## config.mk

```make
export PLATFORM = sky130hd
export DESIGN_NAME = arcade_osd_triggers
export DESIGN_NICKNAME = d
export VERILOG_FILES = /design/src/rtl/arcade_osd_triggers.sv
export SDC_FILE = /design/constraint.sdc
export NUM_CORES = 1
export LEC_CHECK = 0
export ABC_AREA = 1
export BUFFER_PORTS_ARGS = -buffer_cell sky130_fd_sc_hd__buf_2
export CORE_UTILIZATION = 55
export CTS_CLUSTER_DIAMETER = 50
export CTS_CLUSTER_SIZE = 40
export DETAILED_ROUTE_END_ITERATION = 6
export GPL_TIMING_DRIVEN = 0
export PLACE_DENSITY_LB_ADDON = 0.12
export SETUP_SLACK_MARGIN = 0.02
export SLEW_MARGIN = 20
export SYNTH_ARGS = -nofsm -noshare
export SYNTH_HDL_FRONTEND = slang
export SYNTH_SLANG_ARGS = --single-unit
```

## constraint.sdc

```tcl
create_clock -name clk_sys -period 2.3 [get_ports clk_sys]
set_input_delay 0.115 -clock clk_sys [delete_from_list [all_inputs] [get_ports clk_sys]]
set_output_delay 0.115 -clock clk_sys [all_outputs]
set_load 0.05 [all_outputs]
```

## src/rtl/arcade_osd_triggers.sv

```systemverilog
// OSD trigger pulse stretcher and core reset sequencer for MiST arcade tops.
// Edges on OSD status bits become fixed-length pulses; reset sources merge into one held core reset.
module arcade_osd_triggers #(
    parameter int unsigned CHANNELS  = 4,
    parameter int unsigned PULSE_W   = 20,
    parameter int unsigned PULSE_LEN = 20'hFFFFF,
    parameter int unsigned RST_SRCS  = 4,
    parameter int unsigned RST_W     = 16,
    parameter int unsigned RST_HOLD  = 1024
) (
    input  logic                clk_sys,
    input  logic                reset,
    input  logic [CHANNELS-1:0] trig_in,
    input  logic [CHANNELS-1:0] retrig,
    input  logic                pause,
    input  logic [RST_SRCS-1:0] rst_src,
    output logic [CHANNELS-1:0] trig_out,
    output logic                busy,
    output logic                rst_out,
    output logic                rst_done
);

    localparam logic [PULSE_W-1:0] LP_PULSE_LEN = PULSE_W'(PULSE_LEN);
    localparam logic [RST_W-1:0]   LP_RST_HOLD  = RST_W'(RST_HOLD);

    typedef enum logic [1:0] {
        ST_ASSERT,
        ST_HOLD,
        ST_IDLE
    } rst_state_t;

    logic [CHANNELS-1:0]              r_trig_q;
    logic [CHANNELS-1:0][PULSE_W-1:0] r_cnt;
    logic [CHANNELS-1:0]              r_trig_out;
    logic                             r_busy;

    logic [CHANNELS-1:0]              w_edge;
    logic [CHANNELS-1:0][PULSE_W-1:0] w_cnt_nxt;
    logic [CHANNELS-1:0]              w_active;

    rst_state_t       r_state;
    rst_state_t       w_state_nxt;
    logic [RST_W-1:0] r_hold;
    logic [RST_W-1:0] w_hold_nxt;
    logic             r_rst_out;
    logic             w_rst_nxt;
    logic             r_rst_done;

    assign w_edge = trig_in & ~r_trig_q;

    // An edge on a busy one-shot channel falls through to the plain decrement.
    always_comb begin
        w_cnt_nxt = r_cnt;
        w_active  = '0;
        for (int unsigned i = 0; i < CHANNELS; i++) begin
            w_active[i] = (r_cnt[i] != '0);
            if (!pause) begin
                if (w_edge[i] && (!w_active[i] || retrig[i])) begin
                    w_cnt_nxt[i] = LP_PULSE_LEN;
                end else if (w_active[i]) begin
                    w_cnt_nxt[i] = r_cnt[i] - PULSE_W'(1);
                end
            end
        end
    end

    always_ff @(posedge clk_sys) begin
        r_trig_q <= trig_in;
        if (reset) begin
            r_cnt      <= '0;
            r_trig_out <= '0;
            r_busy     <= 1'b0;
        end else begin
            r_cnt      <= w_cnt_nxt;
            r_trig_out <= w_active;
            r_busy     <= |w_active;
        end
    end

    always_comb begin
        w_state_nxt = r_state;
        w_hold_nxt  = r_hold;
        w_rst_nxt   = r_rst_out;
        if (|rst_src) begin
            w_state_nxt = ST_ASSERT;
            w_hold_nxt  = LP_RST_HOLD;
            w_rst_nxt   = 1'b1;
        end else begin
            case (r_state)
                ST_ASSERT, ST_HOLD: begin
                    if (r_hold != '0) begin
                        w_state_nxt = ST_HOLD;
                        w_hold_nxt  = r_hold - RST_W'(1);
                        w_rst_nxt   = 1'b1;
                    end else begin
                        w_state_nxt = ST_IDLE;
                        w_rst_nxt   = 1'b0;
                    end
                end
                default: begin
                    w_state_nxt = ST_IDLE;
                    w_hold_nxt  = '0;
                    w_rst_nxt   = 1'b0;
                end
            endcase
        end
    end

    always_ff @(posedge clk_sys) begin
        if (reset) begin
            r_state    <= ST_HOLD;
            r_hold     <= LP_RST_HOLD;
            r_rst_out  <= 1'b1;
            r_rst_done <= 1'b0;
        end else begin
            r_state    <= w_state_nxt;
            r_hold     <= w_hold_nxt;
            r_rst_out  <= w_rst_nxt;
            r_rst_done <= r_rst_out & ~w_rst_nxt;
        end
    end

    assign trig_out = r_trig_out;
    assign busy     = r_busy;
    assign rst_out  = r_rst_out;
    assign rst_done = r_rst_done;

endmodule

```

Yosys cells after proc, flatten, opt, wreduce, memory -nomap -nowiden
Index checks and enable logic that the tools add are counted.
- word-level logic and storage cells: 73
- memory bits (read-only): 0
- register bits: 109
- bits in latches: 0
- bits of input ports: 15
- bits in writable memories: 0
- memories kept: 0
- shift operators: 0
- add/subtract/negate cells: 5
- div/mod/pow operators: 0
- bitwise logic cells: 6
- magnitude comparators: 0
- reductions and logical operators: 31
- $mul: 0
- muxes and demuxes: 16
- eq/ne operators: 2
- operators with widths (cell ; number):
    $mux 20 ; 8
    $reduce_bool 20->1 ; 4
    $sub 20x1->20 const B ; 4
    $mux 11 ; 2
    $reduce_bool 16->1 ; 1
    $sub 16x1->16 const B ; 1
    $reduce_and 2->1 ; 4
    $reduce_bool 2->1 ; 4
    $reduce_or 4->1 ; 2
    $reduce_or 6->1 ; 1
    $reduce_or 5->1 ; 1
    $and 4x4->4 ; 1
    $logic_and 1x1->1 ; 4
    $logic_not 1->1 ; 4
    $logic_or 1x1->1 ; 4
    $mux 1 ; 4
    $mux 2 ; 2
    $not 4->4 ; 1
    $not 1->1 ; 3
    $eq 2x1->1 const B ; 1
    $logic_not 2->1 ; 1
    $ne 2x2->1 const B ; 1
    $reduce_or 2->1 ; 1
    $and 1x1->1 ; 1

Logic depth before layout (Yosys ltp)
Gate-level depths: netlist of the first run.
- depth in word-level cells: 6
- gate-level depth with buffers: 11
- mapped depth without buffers: 11

Worst setup path after synthesis of the first run
Ideal clock, no wire load.
- kind: reg-to-reg
- start point: reg r_cnt[0] (netlist bit)
- end point: reg r_cnt[1] (netlist bit)
- buffers on the path: 1
- setup time: 119 ps
- cell stages (with the launch flop): 11
- arrival time: 1559 ps
- required time: 2181 ps
- slack: 622 ps
- path through: dfxtp_1 inv_1 ha_1 nand2_2 nor2_4 nand3b_4 nor2_4 nor2_4 buf_2 o21ai_0 a21oi_1
- word-level cells in the longest chain between the ends: 6
- elaborated cells between the ends (all ways): 9
- classes of those cells: add/sub: 1; mux: 2; reduce/logical: 6
- RTL lines (element ; RTL line ; source):
    start: declaration ; 33 ; logic [CHANNELS-1:0][PULSE_W-1:0] r_cnt;
    start signal: assignment ; 74 ; r_cnt <= w_cnt_nxt;
    parallel branches: the longest is 6 deep, another holds $sub 20x1->20 ; -- ;
Several ways; the timed one is not identified. The select of a mux whose other input is x is not followed.
A chain may end at the register's enable or synchronous reset.

Worst setup path after layout of the first run
- start point: reg r_hold[0]
- end point: reg r_hold[13]
- word-level cells in the longest chain between the ends: 1
- elaborated cells between the ends (all ways): 2
- classes of those cells: add/sub: 1; reduce/logical: 1
- RTL lines (element ; RTL line ; source):
    start: declaration ; 43 ; logic [RST_W-1:0] r_hold;
    start signal: assignment ; 117 ; r_hold <= w_hold_nxt;
    $sub 16x1->16 or $reduce_bool 16->1 (tied branches) ; 93, 91 ;
Several ways; a longest one is shown, not always the timed one.

==> impl_summary.txt, run 1 <==
----------------------------------------------------
[Pwr]
  Fraction of power consumed by the clock network ... 20.4%
  Leak Pwr ... 3.204 nW
  Sw Ratio ... 42.53%
  Logic pwr share ... 47.7%
  Max IR drop VDD ... 0.0008547 V
  Power per cell area ... 1201 mW/mm^2
  Internal power ... 4.795 mW
  Flop pwr share ... 31.9%
  NetSw ... 3.549 mW

[Floorplanning]
  Core area ... 0.01098 mm^2
  Number of cell rows ... 38
  X dimension of the die ... 108.8 um
  Number of top-level design ports ... 22
  Starting utilization of the core area ... 57.12%
  Die Area ... 0.01184 mm^2
  Height of the die ... 108.8 um

[STA]
  Slew at the pin closest to its max-slew limit ... 0.6585 ns
  Tcrit/Tclk final ... 87.05%
  Setup_tns ... 0 ns
  Number of setup violations in the final report ... 0
  Post-layout min period ... 2.002 ns
  Final worst slack ... 0.2978 ns
  Headroom to the max-slew limit ... 56.10%
  Max Slew Vio Count ... 0
  Worst Hold Margin ... 0.02519 ns
  Fin. Hold Viols ... 0
  Top achievable clock speed ... 0.4995 GHz
  Setup repair after global routing missed its margin ... false
  Setup Skew ... 0.008669 ns

[Finish]
  NumNets Final ... 1028
  Summed area of non-filler cells in the final layout ... 0.006948 mm^2
  Area growth from synthesis to layout ... 10.75%
  Share of cells above drive strength 1 ... 9.703%
  Fillers ... 1070
  Number of diodes added for antenna fixing ... 0
  Most frequent cells in the layout ... nand2_1 (273), nor2_1 (161), dfxtp_1 (108)
  Post-layout utilization of the core ... 63.26%
  Most common library cell in the layout ignoring fill and taps ... nand2_1

[Logic synthesis]
  Synthesis-stage register bit count ... 108
  Register area share after synthesis ... 34.46%
  Synth Cell Area ... 0.006274 mm^2
  Net count after synthesis ... 990
  Unique masters post-synth ... 35
  Mean post-synth cell area ... 6.488 um^2
  Number of synthesis warnings ... 0
  Cell count after synthesis ... 967

[Clocking]
  Clock insertion delay at the later pin of the skew report ... 0.36 ns
  Max Buffers Root-to-Sink ... 2
  CTS Hold Bufs ... 6
  Clock root cell ... clkbuf_16
  TritonCTS Buffers ... 9
  Total of cells resized after clock tree synthesis ... 0
  Post-CTS repair timing setup buffer count ... 0
  CTS tree ... built
  Worst-path clk slew ... 0.07 ns
  Number of levels the H-tree was split into ... 3
  Number of clock sinks ... 108

[Placement]
  Buffers added on ports ... 21
  Detailed placement HPWL ... 10.34 mm
  Placed Area ... 0.006554 mm^2
  Pre-CTS setup slack ... 0.3132 ns
  Final weighted congestion of routability-driven global placement ... 0.9164

[Global routing]
  Total global routing track utilization ... 24.71%
  Aggregate global routing overflow ... 0
  First-pass GRT wire length ... 23.34 mm
  Initial antenna violation count ... 0
  Vias in the first global route ... 5235
  Pin count of the biggest net entering global routing ... 19

[Drt]
  Antenna Violating Nets Remaining ... 0
  Total vias in the final route ... 5923
  Average via count per standard cell ... 5.150
  Overall routed net length ... 13.72 mm
  Initial detailed-routing violation count ... 317
  Number of remaining DRC errors ... 0
  Number of optimization iterations in the first detailed-route pass ... 5
  Routed wire length per instance ... 11.93 um

[Worst setup path]
  Crit path arrival time ... 2.23 ns
  Critical Path Fanout Max ... 5
  Endpoint kind of the worst setup timing path ... flop
  Worst Path Class, Setup ... reg2reg
  Worst endpoint required time ... 2.52 ns
  Launching element type of the critical path ... flop
  Number of cells on the worst reg-to-reg path ... 9

[Min path]
  Worst hold path cell count ... 4
  Min-delay worst type ... in2reg

[Run status]
  Outcome ... completed

[Flow run]
  # Max-Cap Violations ... 0

----------------------------------------------------
-- registers in the layout (all words and copies together) (netlist names) --
register  cells
rst_out       1
trig_out      4
r_hold       16
r_state       1
r_trig_q      4
busy          1
rst_done      1
r_cnt        80
-- synthesized netlist by cell type (all sizes together) --
cell / n / area, um^2
nor3: 9 / 45.04
or2: 10 / 62.56
inv: 80 / 300.3
o21ai: 56 / 284.0
nand2: 276 / 1044
xnor2: 33 / 289.0
nor2: 174 / 700.7
clkbuf: 14 / 52.55
a211oi: 1 / 7.510
xor2: 25 / 219.0
a21oi: 85 / 474.2
dfxtp: 108 / 2162
buf: 14 / 97.58
nand4: 15 / 93.84
clkinv: 3 / 18.77
nand3b: 3 / 35.03
nand3: 50 / 260.3
nor4: 1 / 12.51
ha: 8 / 100.1
o21a: 1 / 7.510
o31ai: 1 / 7.510
-- final cells by class --
type | count | area [um^2] | share of cell area (%)
Timing Repair Buffer | 27 | 165.2 | 2.377
Clock inverter | 6 | 95.09 | 1.369
Clock buffer | 10 | 239.0 | 3.440
Inverter | 83 | 319.1 | 4.592
Sequential cell | 108 | 2162 | 31.12
Tap cell | 140 | 175.2 | 2.521
Multi-Input combinational cell | 748 | 3642 | 52.42
Buffer | 28 | 150.1 | 2.161
-- layer usage --
| layer | share of wire [%] | routed length [um] | vias up | GRT usage, % |
|---|---|---|---|---|
| met4 | 1.3 | 179 | 0 | 6.274 |
| li1 | - | - | 3143 | - |
| met5 | 0 | 0 | - | 0 |
| met3 | 4.4 | 599 | 12 | 5.858 |
| met1 | 50 | 6866 | 2655 | 33.65 |
| met2 | 44 | 6073 | 113 | 39.20 |
-- cells by family (layout without fill, tap and decap cells) --
kind of cell	after synthesis	in the layout	share of synthesized area (%)
AND/OR/NAND/NOR	538	538	35.92
buffers and inverters	111	154	7.479
flip-flops	108	108	34.46
adder cells (fa/ha/maj)	8	8	1.596
XOR/XNOR	58	58	8.097
AO/OA/AOI/OAI	144	144	12.45
-- power by group through the flow --
| stage | clock network, mW | logic (mW) | registers, mW |
|---|---|---|---|
| after floorplan | 0 | 3.23 | 2.67 |
| after global placement | 0 | 3.90 | 2.69 |
| after detailed placement | 0 | 3.93 | 2.69 |
| after CTS | 1.75 | 3.97 | 2.65 |
| after global routing | 1.81 | 4.54 | 2.72 |
| final | 1.70 | 3.98 | 2.66 |
-- worst max-delay path: stages, from the launching register on --
cell,delay [ns]
dfxtp_1,0.35
inv_1,0.10
ha_1,0.22
nand2_1,0.12
inv_1,0.11
nand3_1,0.07
nor3_1,0.51
inv_1,0.23
nand2_1,0.13
nor2_1,0.04
-- per-stage QoR --
step	total power [mW]	std cells
final	8.344	1150
after global routing	9.066	1150
after CTS	8.377	1150
after detailed placement	6.616	1128
after global placement	6.586	1128
after floorplan	5.893	967
-- path summary, 6_finish.rpt --
| path | start | to | slack (ns) |
|---|---|---|---|
| setup / recovery | r_hold[0] | r_hold[13] | 0.30 |
| hold / removal | rst_src[2] | r_state[1] | 0.03 |
| setup reg to reg | r_hold[0] | r_hold[13] | 0.30 |
| hold reg to reg | rst_out | rst_done | 0.42 |
No activity file was read; power rests on OpenSTA's default activity.
==> inputs of run 2 (changes only) <==
--- a/config.mk
+++ b/config.mk
@@ -18,3 +18,4 @@
 export SYNTH_ARGS = -nofsm -noshare
 export SYNTH_HDL_FRONTEND = slang
 export SYNTH_SLANG_ARGS = --single-unit
+export TNS_END_PERCENT = 50
==> constraint.sdc (replaced) <==
create_clock -name clk_sys -period 2.2 [get_ports clk_sys]
set_input_delay 0.11 -clock clk_sys [delete_from_list [all_inputs] [get_ports clk_sys]]
set_output_delay 0.11 -clock clk_sys [all_outputs]
set_load 0.05 [all_outputs]
==> run 2 against run 1 <==
Against the previous run: clock-buffer cell count unchanged; worst hold slack got worse by 0.0051 ns; via count grew 0.17%; flip-flop and latch count unchanged; critical path depth is the same; core utilization is essentially flat; die area unchanged; global-route usage is the same.
==> impl_summary.txt, run 2 (same netlist as run 1, synthesis figures left out) <==
----------------------------------------------------
[Run status]
  Outcome ... completed

[Worst setup path]
  Cell family with the largest share of critical-path delay ... simple AND/OR/NAND/NOR gates
  CP max stage delay ... 0.34 ns (-0.17 ns)
  Endpoint kind of the worst setup timing path ... flop
  Critical-path cell with the highest stage delay ... dfxtp_1
  Register-to-register setup slack ... 0.21 ns (-0.09 ns)
  Reg-to-Reg Start ... r_cnt[0]
  Worst Path Class, Setup ... reg2reg
  WP buf/inv ... 2 (-1)
  Worst endpoint required time ... 2.48 ns (-0.04 ns)
  Worst reg2reg path endpoint ... r_cnt[12]
  Launching element type of the critical path ... flop
  Source of the critical timing path ... r_cnt[0]
  Chain of cells forming the critical path ... inv_1, ha_1, nand2_2, nor2_4, nand3b_4, a21oi_4, buf_4, o21ai_1, a21oi_2
  Number of cells on the worst reg-to-reg path ... 9 (unchanged)
  Crit path arrival time ... 2.27 ns (+0.04 ns)
  Critical Path Fanout Max ... 10 (+5)

[Clocking]
  CTS tree ... built
  Worst-path clk slew ... 0.07 ns (about the same)
  Number of levels the H-tree was split into ... 3 (unchanged)
  TritonCTS Buffers ... 9 (unchanged)
  Number of clock sinks ... 108 (unchanged)
  Max Buffers Root-to-Sink ... 2 (unchanged)
  Clock root cell ... clkbuf_16
  Clock insertion delay at the later pin of the skew report ... 0.36 ns (about the same)

[Min path]
  Worst hold path cell count ... 4 (unchanged)
  Worst min-delay path startpoint ... rst_src[2]
  Min-delay worst type ... in2reg
  Endpoint, Worst Hold ... r_state[1]

[Finish]
  Number of diodes added for antenna fixing ... 0 (unchanged)
  Share of cells above drive strength 1 ... 9.802% (+0.099 points)
  Flip-flop count of the largest register after layout ... 80 (unchanged)
  Most flop-heavy register ... r_cnt
  NumNets Final ... 1028 (unchanged)
  Most common library cell in the layout ignoring fill and taps ... nand2_1
  Registers with the most flip-flops ... r_cnt (80), r_hold (16)
  Most frequent cells in the layout ... nand2_1 (273), nor2_1 (161), dfxtp_1 (108)
  Area growth from synthesis to layout ... 10.83% (about the same)

[STA]
  Fin. Hold Viols ... 0 (unchanged)
  Top achievable clock speed ... 0.5018 GHz (+0.47%)
  Slew at the pin closest to its max-slew limit ... 0.6585 ns (+0.00001359 ns)
  Setup repair after global routing missed its margin ... false
  Tcrit/Tclk final ... 90.58% (+3.5 points)
  Setup_tns ... 0 ns (unchanged)
  Number of setup violations in the final report ... 0 (unchanged)
  Post-layout min period ... 1.993 ns (-0.009356 ns)
  Max Slew Vio Count ... 0 (unchanged)
  Setup Skew ... 0.008568 ns (-0.0001007 ns)
  Headroom to the max-slew limit ... 56.10% (about the same)

[Global routing]
  Vias in the first global route ... 5235 (unchanged)
  First-pass GRT wire length ... 23.34 mm (unchanged)
  Pin count of the biggest net entering global routing ... 19 (unchanged)
  Aggregate global routing overflow ... 0 (unchanged)
  Initial antenna violation count ... 0 (unchanged)
  Total global routing track utilization ... 24.71% (unchanged)

[Pwr]
  Total Power Consumption ... 8.725 mW (+4.6%)
  Leak Pwr ... 3.205 nW (about the same)
  Power per cell area ... 1255 mW/mm^2 (+4.5%)
  Max IR drop VDD ... 0.0008939 V (+4.6%)

[Drt]
  Overall routed net length ... 13.72 mm (about the same)
  Post-route met1 wirelength ... 6.785 mm (-1.2%)
  Top layer reached by signal wires ... met4
  Routed met3 length ... 690 um (+15%)
  Average via count per standard cell ... 5.159 (+0.17%)
  Antenna Violating Nets Remaining ... 0 (unchanged)
  Number of remaining DRC errors ... 0 (unchanged)
  Total vias in the final route ... 5933 (+0.17%)
  Total length of routed met2 wires ... 6.061 mm (-0.20%)
  Number of optimization iterations in the first detailed-route pass ... 6 (+1)
  Initial detailed-routing violation count ... 323 (+1.9%)
  Routed wire length per instance ... 11.93 um (about the same)

[Floorplanning]
  Core area ... 0.01098 mm^2 (unchanged)
  Starting utilization of the core area ... 57.12% (unchanged)
  X dimension of the die ... 108.8 um (unchanged)
  Number of top-level design ports ... 22 (unchanged)
  Die Area ... 0.01184 mm^2 (unchanged)
  Number of cell rows ... 38 (unchanged)
  Height of the die ... 108.8 um (unchanged)

[Placement]
  Detailed placement HPWL ... 10.34 mm (unchanged)
  Buffers added on ports ... 21 (unchanged)
  Final weighted congestion of routability-driven global placement ... 0.9164 (unchanged)

[Flow run]
  # Max-Cap Violations ... 0 (unchanged)

----------------------------------------------------
==> run 2: stage by stage <==
step	util (%)	cell area, um^2	instances	worst slack [ns]	hold WS (ns)
floorplan	-	6274	967	0.5221	0.1377
detailed placement	59.67	6554	1128	0.2132	0.2293
global route	63.31	6953	1150	0.03507	0.02323
finish	63.31	6953	1150	0.2072	0.02006
CTS	63.26	6948	1150	0.2087	0.01094
global placement	59.67	6554	1128	0.2416	0.2269
==> run 2: routing by layer <==
| metal | GRT usage, % | vias to the layer above |
|---|---|---|
| li1 | - | 3144 |
| met1 | 33.65 | 2651 |
| met4 | 6.274 | 0 |
| met3 | 5.858 | 12 |
| met5 | 0 | - |
| met2 | 39.20 | 126 |
==> run 2: cell type report <==
class / count / area, um^2
plain buffers: 28 / 150.1
clock buffers: 10 / 239.0
clock inverters: 6 / 95.09
fillers: 1067 / 4030
inverters: 83 / 319.1
multi-input cells: 748 / 3647
flip-flops and latches: 108 / 2162
well taps: 140 / 175.2
repair buffers: 27 / 165.2
==> run 2: how the worst max path moves through the flow <==
stage	to	slack [ns]	cells past startpoint
finish	r_cnt[12]	0.21	9
global route	r_cnt[13]	0.04	9
CTS	r_cnt[12]	0.21	9
detailed placement	r_cnt[12]	0.21	9
global placement	r_cnt[13]	0.24	9
floorplan	r_cnt[1]	0.52	10
==> run 2: tightest hold or removal path, cell delays in order <==
cell	delay, ns
buf_2	0.08
nor4_2	0.05
inv_1	0.04
nor2_1	0.04
==> run 2: power by group <==
part | internal [mW] | total (mW) | switching, mW
Sequential | 2.36 | 2.78 | 0.425
Combinational | 1.62 | 4.17 | 2.55
Clock | 1.04 | 1.78 | 0.739
Total | 5.01 | 8.72 | 3.71
==> run 2: what timing repair did <==
item	CTS	global route
hold endpoints to repair	5	0
resized for setup	0	1
hold buffers	6	0
buffers inserted	0	0
endpoints found under the setup margin	0	5
==> inputs of run 3 (changes only) <==
--- a/config.mk
+++ b/config.mk
@@ -6,13 +6,13 @@
 export NUM_CORES = 1
 export LEC_CHECK = 0
 export ABC_AREA = 1
-export BUFFER_PORTS_ARGS = -buffer_cell sky130_fd_sc_hd__buf_2
 export CORE_UTILIZATION = 55
 export CTS_CLUSTER_DIAMETER = 50
 export CTS_CLUSTER_SIZE = 40
 export DETAILED_ROUTE_END_ITERATION = 6
-export GPL_TIMING_DRIVEN = 0
-export PLACE_DENSITY_LB_ADDON = 0.12
+export DONT_BUFFER_PORTS = 1
+export GPL_TIMING_DRIVEN = 1
+export PLACE_DENSITY = 0.7
 export SETUP_SLACK_MARGIN = 0.02
 export SLEW_MARGIN = 20
 export SYNTH_ARGS = -nofsm -noshare
==> run 3 against run 2 <==
Against the previous run: the flow now finishes with violations (negative hold slack); core utilization down 1.9 points; maximum frequency rose by 2.0%; flip-flop and latch count unchanged; critical path type unchanged; largest cell class unchanged.
==> impl_summary.txt, run 3 (same netlist as run 1, synthesis figures left out) <==
----------------------------------------------------
[Finish]
  Area growth from synthesis to layout ... 7.419%
  Most frequent cells in the layout ... nand2_1 (273), nor2_1 (161), dfxtp_1 (108)
  Most common library cell in the layout ignoring fill and taps ... nand2_1
  Fillers ... 1079 (+1.1%)
  Most flop-heavy register ... r_cnt
  Share of cells above drive strength 1 ... 7.224% (-2.6 points)
  Flip-flop count of the largest register after layout ... 80 (unchanged)
  NumNets Final ... 987 (-4.0%)
  Number of diodes added for antenna fixing ... 0 (unchanged)
  Summed area of non-filler cells in the final layout ... 0.006739 mm^2 (-3.1%)
  Registers with the most flip-flops ... r_cnt (80), r_hold (16)
  Finished Layout Cells ... 1109 (-3.6%)

[Global routing]
  Initial antenna violation count ... 0 (unchanged)
  Pin count of the biggest net entering global routing ... 77 (+58)
  Total global routing track utilization ... 24.41% (-0.30 points)
  Vias in the first global route ... 5252 (+0.32%)
  First-pass GRT wire length ... 23.22 mm (-0.50%)
  Aggregate global routing overflow ... 0 (unchanged)

[Floorplanning]
  Starting utilization of the core area ... 57.12% (unchanged)
  Number of top-level design ports ... 22 (unchanged)
  Height of the die ... 108.8 um (unchanged)
  X dimension of the die ... 108.8 um (unchanged)
  Core area ... 0.01098 mm^2 (unchanged)
  Number of cell rows ... 38 (unchanged)
  Die Area ... 0.01184 mm^2 (unchanged)

[Min path]
  Worst hold path cell count ... 3 (-1)
  Min-delay worst type ... in2reg

[STA]
  Fin. Hold Viols ... 7 (+7)
  Headroom to the max-slew limit ... 66.66% (+11 points)
  Max Slew Vio Count ... 0 (unchanged)
  Worst Hold Margin ... -0.01683 ns (-0.03689 ns)
  Top achievable clock speed ... 0.5117 GHz (+2.0%)
  Setup_tns ... 0 ns (unchanged)
  Post-layout min period ... 1.954 ns (-0.03840 ns)
  Tcrit/Tclk final ... 88.84% (-1.7 points)
  Setup Skew ... 0.008446 ns (-0.0001223 ns)
  Setup repair after global routing missed its margin ... false
  Number of setup violations in the final report ... 0 (unchanged)
  Slew at the pin closest to its max-slew limit ... 0.4994 ns (-0.1591 ns)

[Clocking]
  Number of levels the H-tree was split into ... 3 (unchanged)
  Worst-path clk slew ... 0.07 ns (about the same)
  Clock root cell ... clkbuf_16
  Total of cells resized after clock tree synthesis ... 0 (unchanged)
  CTS tree ... built
  Max Buffers Root-to-Sink ... 2 (unchanged)
  TritonCTS Buffers ... 9 (unchanged)
  Clock insertion delay at the later pin of the skew report ... 0.36 ns (about the same)
  Number of clock sinks ... 108 (unchanged)

[Worst setup path]
  Worst endpoint required time ... 2.44 ns (-0.04 ns)
  Register-to-register setup slack ... 0.25 ns (+0.04 ns)
  Source of the critical timing path ... r_cnt[0]
  Critical path capture point ... r_cnt[9]
  Reg-to-Reg Start ... r_cnt[0]
  Worst Path Class, Setup ... reg2reg
  Critical Path Fanout Max ... 18 (+8)
  Worst reg2reg path endpoint ... r_cnt[9]
  Critical-path cell with the highest stage delay ... dfxtp_1
  CP dominant cell by count ... nor2_4
  Endpoint kind of the worst setup timing path ... flop
  Crit path arrival time ... 2.19 ns (-0.08 ns)
  CP max stage delay ... 0.38 ns (+0.04 ns)
  Number of cells on the worst reg-to-reg path ... 10 (+1)
  Chain of cells forming the critical path ... inv_1, ha_1, nand2_2, nor2_4, nand3b_4, nor2_4, nor2_4, clkinv_4, nand2_1, a21oi_2
  Launching element type of the critical path ... flop

[Placement]
  Detailed placement HPWL ... 9.577 mm (-7.4%)
  Cells after DPL ... 1085 (-3.8%)
  Buffers added on ports ... 0 (-100%)
  Final weighted congestion of routability-driven global placement ... 0.8564 (-6.5%)
  Placed Area ... 0.006344 mm^2 (-3.2%)

[Pwr]
  Max IR drop VDD ... 0.0008619 V (-3.6%)
  Sw Ratio ... 43.38% (+0.84 points)
  Total Power Consumption ... 8.523 mW (-2.3%)
  Flop pwr share ... 33.5% (+1.6 points)
  Leak Pwr ... 3.065 nW (-4.4%)
  Fraction of power consumed by the clock network ... 19.4% (-1.0 points)
  Logic pwr share ... 47.1% (-0.7 points)
  Internal power ... 4.825 mW (-3.8%)
  NetSw ... 3.698 mW (-0.38%)
  Power per cell area ... 1265 mW/mm^2 (+0.78%)

[Drt]
  Average via count per standard cell ... 5.139 (-0.39%)
  Antenna Violating Nets Remaining ... 0 (unchanged)
  Routed wire length per instance ... 12.21 um (+2.4%)
  Initial detailed-routing violation count ... 296 (-8.4%)
  Number of optimization iterations in the first detailed-route pass ... 6 (unchanged)
  Overall routed net length ... 13.55 mm (-1.2%)
  Number of remaining DRC errors ... 0 (unchanged)
  Total vias in the final route ... 5699 (-3.9%)

[Flow run]
  # Max-Cap Violations ... 0 (unchanged)

[Run status]
  Violations in the final reports ... negative hold slack
  Outcome ... complete, but fails checks

----------------------------------------------------
-- run 3: cell count changes in the layout (fill, tap and decap cells not counted), sizes merged --
cell	change
buf	-28
clkbuf	-14
nor2	+1
clkinvlp	+1
bufinv	-1
-- run 3: worst min path at each step --
stage | slack [ns] | startpoint | endpoint
after global placement | 0.14 | trig_in[2] | r_trig_q[2]
after CTS | 0.01 | pause | r_cnt[17]
final | -0.02 | pause | r_cnt[16]
after global routing | 0.002 | pause | r_cnt[15]
after floorplan | 0.14 | trig_in[0] | r_trig_q[0]
after detailed placement | 0.14 | trig_in[2] | r_trig_q[2]
-- run 3: critical path: cells and delay by family (launching register included) --
family	cells	cell delay, ns
DFF	1	0.38
buffers and inverters	2	0.31
AOI/OAI and AO/OA	1	0.06
and+or+nand+nor	6	0.80
adders and majority gates	1	0.28
-- run 3: power groups by stage --
stage / logic (mW) / clock network, mW / registers (mW)
3_3_place_gp: 3.92 / 0 / 2.89
4_1_cts: 4.01 / 1.69 / 2.85
6_report: 4.01 / 1.65 / 2.86
5_1_grt: 4.60 / 1.76 / 2.92
2_1_floorplan: 3.37 / 0 / 2.79
3_5_place_dp: 3.95 / 0 / 2.89
-- run 3: area by class of cell --
class | count | area, um^2 | share of cell area [%]
Timing Repair Buffer | 13 | 132.6 | 1.968
Tap cell | 140 | 175.2 | 2.599
Sequential cell | 108 | 2162 | 32.08
Multi-Input combinational cell | 749 | 3649 | 54.14
Clock inverter | 6 | 72.57 | 1.077
Clock buffer | 10 | 229.0 | 3.398
Inverter | 83 | 319.1 | 4.734
-- run 3: per-layer routing --
metal / routed length (um) / global-route usage, % / vias to the layer above
met5: 0 / 0 / -
met4: 123 / 6.564 / 0
met3: 486 / 5.858 / 9
met2: 6284 / 40.78 / 70
met1: 6652 / 31.36 / 2555
li1: - / - / 3065
-- run 3: repair_timing --
item / in CTS / in global routing
hold buffers: 7 / 0
buffers inserted: 0 / 0
endpoints found under the setup margin: 0 / 18
endpoints found under the hold margin: 82 / 0
-- run 3: through the flow --
stage / setup slack, ns / utilization, %
6_report: 0.2456 / 61.36
5_1_grt: 0.07026 / 61.36
4_1_cts: 0.1099 / 61.30
3_5_place_dp: 0.1292 / 57.76
3_3_place_gp: 0.2106 / 57.76
2_1_floorplan: 0.5221 / -
